<file path="config.mk">
export PLATFORM = sky130hd
export DESIGN_NAME = mem_port_arbiter
export DESIGN_NICKNAME = d
export VERILOG_FILES = /design/src/rtl/mem_arb_pkg.sv /design/src/rtl/mem_lat_timer.sv /design/src/rtl/mem_port_arbiter.sv
export SDC_FILE = /design/constraint.sdc
export NUM_CORES = 1
export LEC_CHECK = 0
export ABC_CLOCK_PERIOD_IN_PS = 3100
export BUFFER_PORTS_ARGS = -buffer_cell sky130_fd_sc_hd__buf_2
export CAP_MARGIN = 20
export CORE_UTILIZATION = 40
export CTS_CLUSTER_SIZE = 10
export DETAILED_ROUTE_END_ITERATION = 8
export GPL_TIMING_DRIVEN = 0
export PLACE_DENSITY = 0.73
export SLEW_MARGIN = 20
export SYNTH_ARGS = -nofsm -noshare
export SYNTH_HDL_FRONTEND = slang
export SYNTH_HIERARCHICAL = 1
export SYNTH_SLANG_ARGS = --single-unit
</file>
<file path="constraint.sdc">
create_clock -name clk -period 3.1 [get_ports clk]
set_input_delay 0 -clock clk [delete_from_list [all_inputs] [get_ports clk]]
set_output_delay 0 -clock clk [all_outputs]
set_load 0.02 [all_outputs]
</file>
<file path="src/rtl/mem_arb_pkg.sv">
// Shared types and helpers for the memory port arbiter.
// Optional build macro: MEM_ARB_LOADER_PRIORITY_EN (loader wins every tie).
package mem_arb_pkg;

  typedef enum logic [1:0] {
    IDLE  = 2'd0,
    ISSUE = 2'd1,
    WAIT  = 2'd2,
    RESP  = 2'd3
  } state_e;

  typedef enum logic {
    GNT_CPU = 1'b0,
    GNT_LD  = 1'b1
  } gnt_e;

  localparam int READ_LAT_DEF = 1;

  // Counter width able to hold READ_LAT; never below one bit.
  function automatic int cnt_width(input int lat);
    if (lat < 1) return 1;
    return $clog2(lat + 1);
  endfunction

endpackage

</file>
<file path="src/rtl/mem_lat_timer.sv">
// Loadable down-counter with a zero flag; paces the read-latency wait.
// Saturates at zero so an idle WAIT cycle never wraps.
module mem_lat_timer
  import mem_arb_pkg::*;
#(
  parameter int W = 1
) (
  input  logic         clk,
  input  logic         rst,
  input  logic         load_i,
  input  logic [W-1:0] load_val_i,
  input  logic         dec_i,
  output logic         zero_o
);

  logic [W-1:0] cnt_q;
  logic [W-1:0] cnt_d;

  always_comb begin
    cnt_d = cnt_q;
    if (load_i) begin
      cnt_d = load_val_i;
    end else if (dec_i && (cnt_q != '0)) begin
      cnt_d = cnt_q - 1'b1;
    end
  end

  always_ff @(posedge clk) begin
    if (!rst) begin
      cnt_q <= '0;
    end else begin
      cnt_q <= cnt_d;
    end
  end

  assign zero_o = (cnt_q == '0);

endmodule

</file>
<file path="src/rtl/mem_port_arbiter.sv">
// Serialises core and loader accesses onto one fixed-latency memory port.
// Build macro MEM_ARB_LOADER_PRIORITY_EN: loader strict priority, else round-robin.
module mem_port_arbiter
  import mem_arb_pkg::*;
#(
  parameter int ADDR_W   = 32,
  parameter int DATA_W   = 32,
  parameter int READ_LAT = READ_LAT_DEF
) (
  input  logic              clk,
  input  logic              rst,
  input  logic              cpu_req,
  input  logic              cpu_we,
  input  logic [ADDR_W-1:0] cpu_addr,
  input  logic [DATA_W-1:0] cpu_wdata,
  output logic              cpu_ack,
  output logic [DATA_W-1:0] cpu_rdata,
  output logic              cpu_stall,
  input  logic              ld_req,
  input  logic              ld_we,
  input  logic [ADDR_W-1:0] ld_addr,
  input  logic [DATA_W-1:0] ld_wdata,
  output logic              ld_ack,
  output logic [DATA_W-1:0] ld_rdata,
  output logic              mem_en,
  output logic              mem_we,
  output logic [ADDR_W-1:0] mem_addr,
  output logic [DATA_W-1:0] mem_wdata,
  input  logic [DATA_W-1:0] mem_rdata,
  output logic              busy
);

  localparam int CW = cnt_width(READ_LAT);
  localparam logic [CW-1:0] LAT_M1 = CW'(READ_LAT - 1);

  state_e            state_q, state_d;
  gnt_e              gnt_q, gnt_d;
  gnt_e              last_q, last_d;
  logic              we_q, we_d;
  logic [ADDR_W-1:0] addr_q, addr_d;
  logic [DATA_W-1:0] wdata_q, wdata_d;
  logic [DATA_W-1:0] rd_q, rd_d;

  logic pick_ld;
  logic tmr_load;
  logic tmr_dec;
  logic tmr_zero;
  logic issue;
  logic resp;

`ifdef MEM_ARB_LOADER_PRIORITY_EN
  assign pick_ld = ld_req;
`else
  // On a tie the requester not served last time goes first.
  assign pick_ld = ld_req & (~cpu_req | (last_q == GNT_CPU));
`endif

  always_comb begin
    state_d  = state_q;
    gnt_d    = gnt_q;
    last_d   = last_q;
    we_d     = we_q;
    addr_d   = addr_q;
    wdata_d  = wdata_q;
    rd_d     = rd_q;
    tmr_load = 1'b0;
    tmr_dec  = 1'b0;
    unique case (state_q)
      IDLE: begin
        if (cpu_req | ld_req) begin
          gnt_d   = pick_ld ? GNT_LD : GNT_CPU;
          last_d  = pick_ld ? GNT_LD : GNT_CPU;
          we_d    = pick_ld ? ld_we : cpu_we;
          addr_d  = pick_ld ? ld_addr : cpu_addr;
          wdata_d = pick_ld ? ld_wdata : cpu_wdata;
          state_d = ISSUE;
        end
      end
      ISSUE: begin
        if (we_q) begin
          state_d = RESP;
        end else begin
          tmr_load = 1'b1;
          state_d  = WAIT;
        end
      end
      WAIT: begin
        tmr_dec = 1'b1;
        if (tmr_zero) begin
          rd_d    = mem_rdata;
          state_d = RESP;
        end
      end
      RESP: begin
        state_d = IDLE;
      end
      default: begin
        state_d = IDLE;
      end
    endcase
  end

  always_ff @(posedge clk) begin
    if (!rst) begin
      state_q <= IDLE;
      gnt_q   <= GNT_CPU;
      last_q  <= GNT_LD;
      we_q    <= 1'b0;
      addr_q  <= '0;
      wdata_q <= '0;
      rd_q    <= '0;
    end else begin
      state_q <= state_d;
      gnt_q   <= gnt_d;
      last_q  <= last_d;
      we_q    <= we_d;
      addr_q  <= addr_d;
      wdata_q <= wdata_d;
      rd_q    <= rd_d;
    end
  end

  mem_lat_timer #(
    .W (CW)
  ) u_timer (
    .clk        (clk),
    .rst        (rst),
    .load_i     (tmr_load),
    .load_val_i (LAT_M1),
    .dec_i      (tmr_dec),
    .zero_o     (tmr_zero)
  );

  assign issue = (state_q == ISSUE);
  assign resp  = (state_q == RESP);
  assign busy  = (state_q != IDLE);

  assign mem_en    = issue;
  assign mem_we    = issue & we_q;
  assign mem_addr  = issue ? addr_q : '0;
  assign mem_wdata = issue ? wdata_q : '0;

  assign cpu_ack   = resp & (gnt_q == GNT_CPU);
  assign ld_ack    = resp & (gnt_q == GNT_LD);
  assign cpu_rdata = cpu_ack ? rd_q : '0;
  assign ld_rdata  = ld_ack ? rd_q : '0;
  assign cpu_stall = cpu_req & ~cpu_ack;

endmodule
</file>
==> flow_summary.ini <==
[run_status]
status = finished, final reports clean

[setup_path]
worstPathRequired_ns = 3.39
crit_arrival_ns = 2.70
start_kind = flop
end_kind = flop
worstSetupPathType = reg -> reg
crit_path_max_fanout = 10

[logic_synthesis]
synth.net_count = 856
yosys.area.top_type = dfxtp_1
synthesis.area_sq_um = 5430
synth_compound_area_share_pct = 29.7
ys_types = 29
synth-simple-area-share_pct = 25.1
syn-instance-count = 686
synthXorXnorAreaFrac_pct = 0
yosysWarnings = 6
synth_fa_ha_area_share_pct = 0.921
synth_area_leaders = dfxtp_1 (38%), a21oi_2 (13%), and2_1 (11%), nand2_1 (9.1%), o21ai_0 (5.0%)
synthMuxAreaShare_pct = 0.184
synth_top_area_share_pct = 37.6
synth_area_per_cell_sq_um = 7.92
ys_seq_area_share_pct = 37.6
ys_ff_latch = 102
synth_top_family_by_area = compound AO/OA/AOI/OAI gates

[die]
die-area_sq_um = 14100
initial_core_util_pct = 41.0
fp.dieW_um = 119
die_h_um = 119
io_pins = 300
core_area_sq_um = 13200
rows = 42

[grt]
grt_start_max_net_pins = 15
grt_use_met2_pct = 58.2
grt_overflow = 0
top_usage_layer = met2
track_usage_pct = 30.4
grtUsageMet3_pct = 6.56
antenna_found_initial = 0
grt_use_met1_pct = 30.6
grt_pass1_wl_um = 33300
grt_pass1_vias = 6780

[timing]
slew_headroom_pct = 58.9
worst_pin_slew_ns = 0.616
fin_worst_skew_ns = 0.00742
hold_violations = 0
timing.fmax_ghz = 0.414
setup-violations-final = 0
rsz0062_at_grt = false
period_minus_slack_ns = 2.42
tns_ns = 0
maxSlewViolCount = 0
post-route-period-util_pct = 77.9

[place]
port_buffers = 299
place_congestion = 0.863
dpl.cell_count = 1161
place_hpwl_um = 13400

[layout]
layout_commonest_cell = buf_2
finalNetCount = 1329
final_cells = 1338
area_growth_pct = 66.7
drive_above_1_share_pct = 36.6
antenna_cells = 0
final_cell_mix = buf_2 (317), dlygate4sd3_1 (163), nand2_1 (132)

[pwr]
ir_worst_vdd_v = 0.000377
p_per_area_nw_per_um2 = 712
p_comb_share_pct = 52.5
switchingPower_mw = 2.65
cellInternalPower_mw = 3.80
power.share.switching_pct = 41.1
leakage_nw = 4.51
pwr-share-clk_pct = 16.7
finalPower_mw = 6.45
p_seq_share_pct = 30.8

[clock_tree]
cts_resized = 0
clock_path_buffers = 2
cts-buffers-inserted = 9
clk_pin_slew_ns = 0.07
cts-root-buf = clkbuf_16
cts_sinks = 102
cts_tree = done
h-tree-depth = 3
clk_latency_ns = 0.35

[routing]
dr.pass1.iters = 5
routedWlPerCell_um = 16.2
via_per_inst = 5.03
vias = 6732
drc = 0
ant_nets = 0
drt-initial-drc-count = 369
wl_um = 21700

[flow_run]
maxCapViolations = 0

[hold_path]
min_path_type = in -> reg
## layer usage
layer  share of wire [%]  vias up
met2                  51      337
met5                   0        -
li1                    -     3240
met3                 7.4       67
met4                 4.1        0
met1                  37     3088
## critical path, stage by stage (launching register included)
cell           delay [ns]
dfxtp_1              0.39
inv_1                0.11
ha_1                 0.20
buf_2                0.17
o21ai_1              0.13
buf_2                0.36
buf_6                0.23
a21oi_2              0.06
a21oi_2              0.14
dlygate4sd3_1        0.58
## through the flow
step                cell area, sq um  hold WS [ns]  utilization, %  worst slack [ns]
global route                    9060        0.0494            68.4             0.535
detailed placement              7150         0.245            54.0              1.14
floorplan                       5430         0.134               -              1.55
finish                          9060        0.0246            68.4             0.684
global placement                7150         0.244            54.0              1.15
CTS                             9060        0.0233            68.4             0.742
## Yosys cell counts (all sizes together)
cell and count:
a21bo 1, a21boi 33, a21oi 132, a22oi 1, and2 99, and2b 1, and3 33, buf 29
clkbuf 34, conb 1, dfxtp 102, ha 4, inv 5, mux2i 1, nand2 132, nand3 1
nor2 1, nor2b 4, o21a 1, o21ai 67, o21ba 1, o31a 1, o41ai 2
## sequential cells by signal, indices dropped and copies added (netlist names)
register       flops
state_q            2
addr_q            32
last_q             1
gnt_q              1
u_timer/cnt_q      1
we_q               1
wdata_q           32
rd_q              32
## path summary, 6_finish.rpt
| check | start | end | slack [ns] | depth (start not counted) |
|---|---|---|---|---|
| max | state_q[0] | wdata_q[16] | 0.68 | 9 |
| min | ld_req | last_q | 0.02 | 3 |
| max reg2reg | state_q[0] | wdata_q[16] | 0.68 | 9 |
| min reg2reg | rd_q[10] | rd_q[10] | 0.47 | 2 |
## what timing repair did
item / in CTS / in global routing
hold endpoints to repair: 98 / 0
hold buffers: 163 / 0
setup buffers: 0 / 0
## final cells by class
| cell class | count | area (sq um) |
|---|---|---|
| inverters | 5 | 18.8 |
| clock inverters | 1 | 5.00 |
| clock buffers | 13 | 270 |
| repair buffers | 462 | 3130 |
| plain buffers | 63 | 330 |
| well taps | 176 | 220 |
| fillers | 1071 | 4190 |
| flip-flops and latches | 102 | 2040 |
| multi-input cells | 516 | 3040 |
## logic make-up after synthesis
logic type	count (synthesis)
simple gates	271
compound gates	239
flops	102
buf+inv	68
fa+ha+maj	4
mux	1
other cells	1
## power groups by stage
stage / Combinational (mW) / Sequential (mW) / Clock [mW]
floorplan: 1.95 / 1.93 / 0
finish: 3.38 / 1.99 / 1.08
detailed placement: 2.71 / 1.99 / 0
CTS: 3.26 / 1.97 / 1.10
global placement: 2.69 / 1.98 / 0
global route: 3.67 / 2.03 / 1.14
Power figures use the tool's default switching activity.
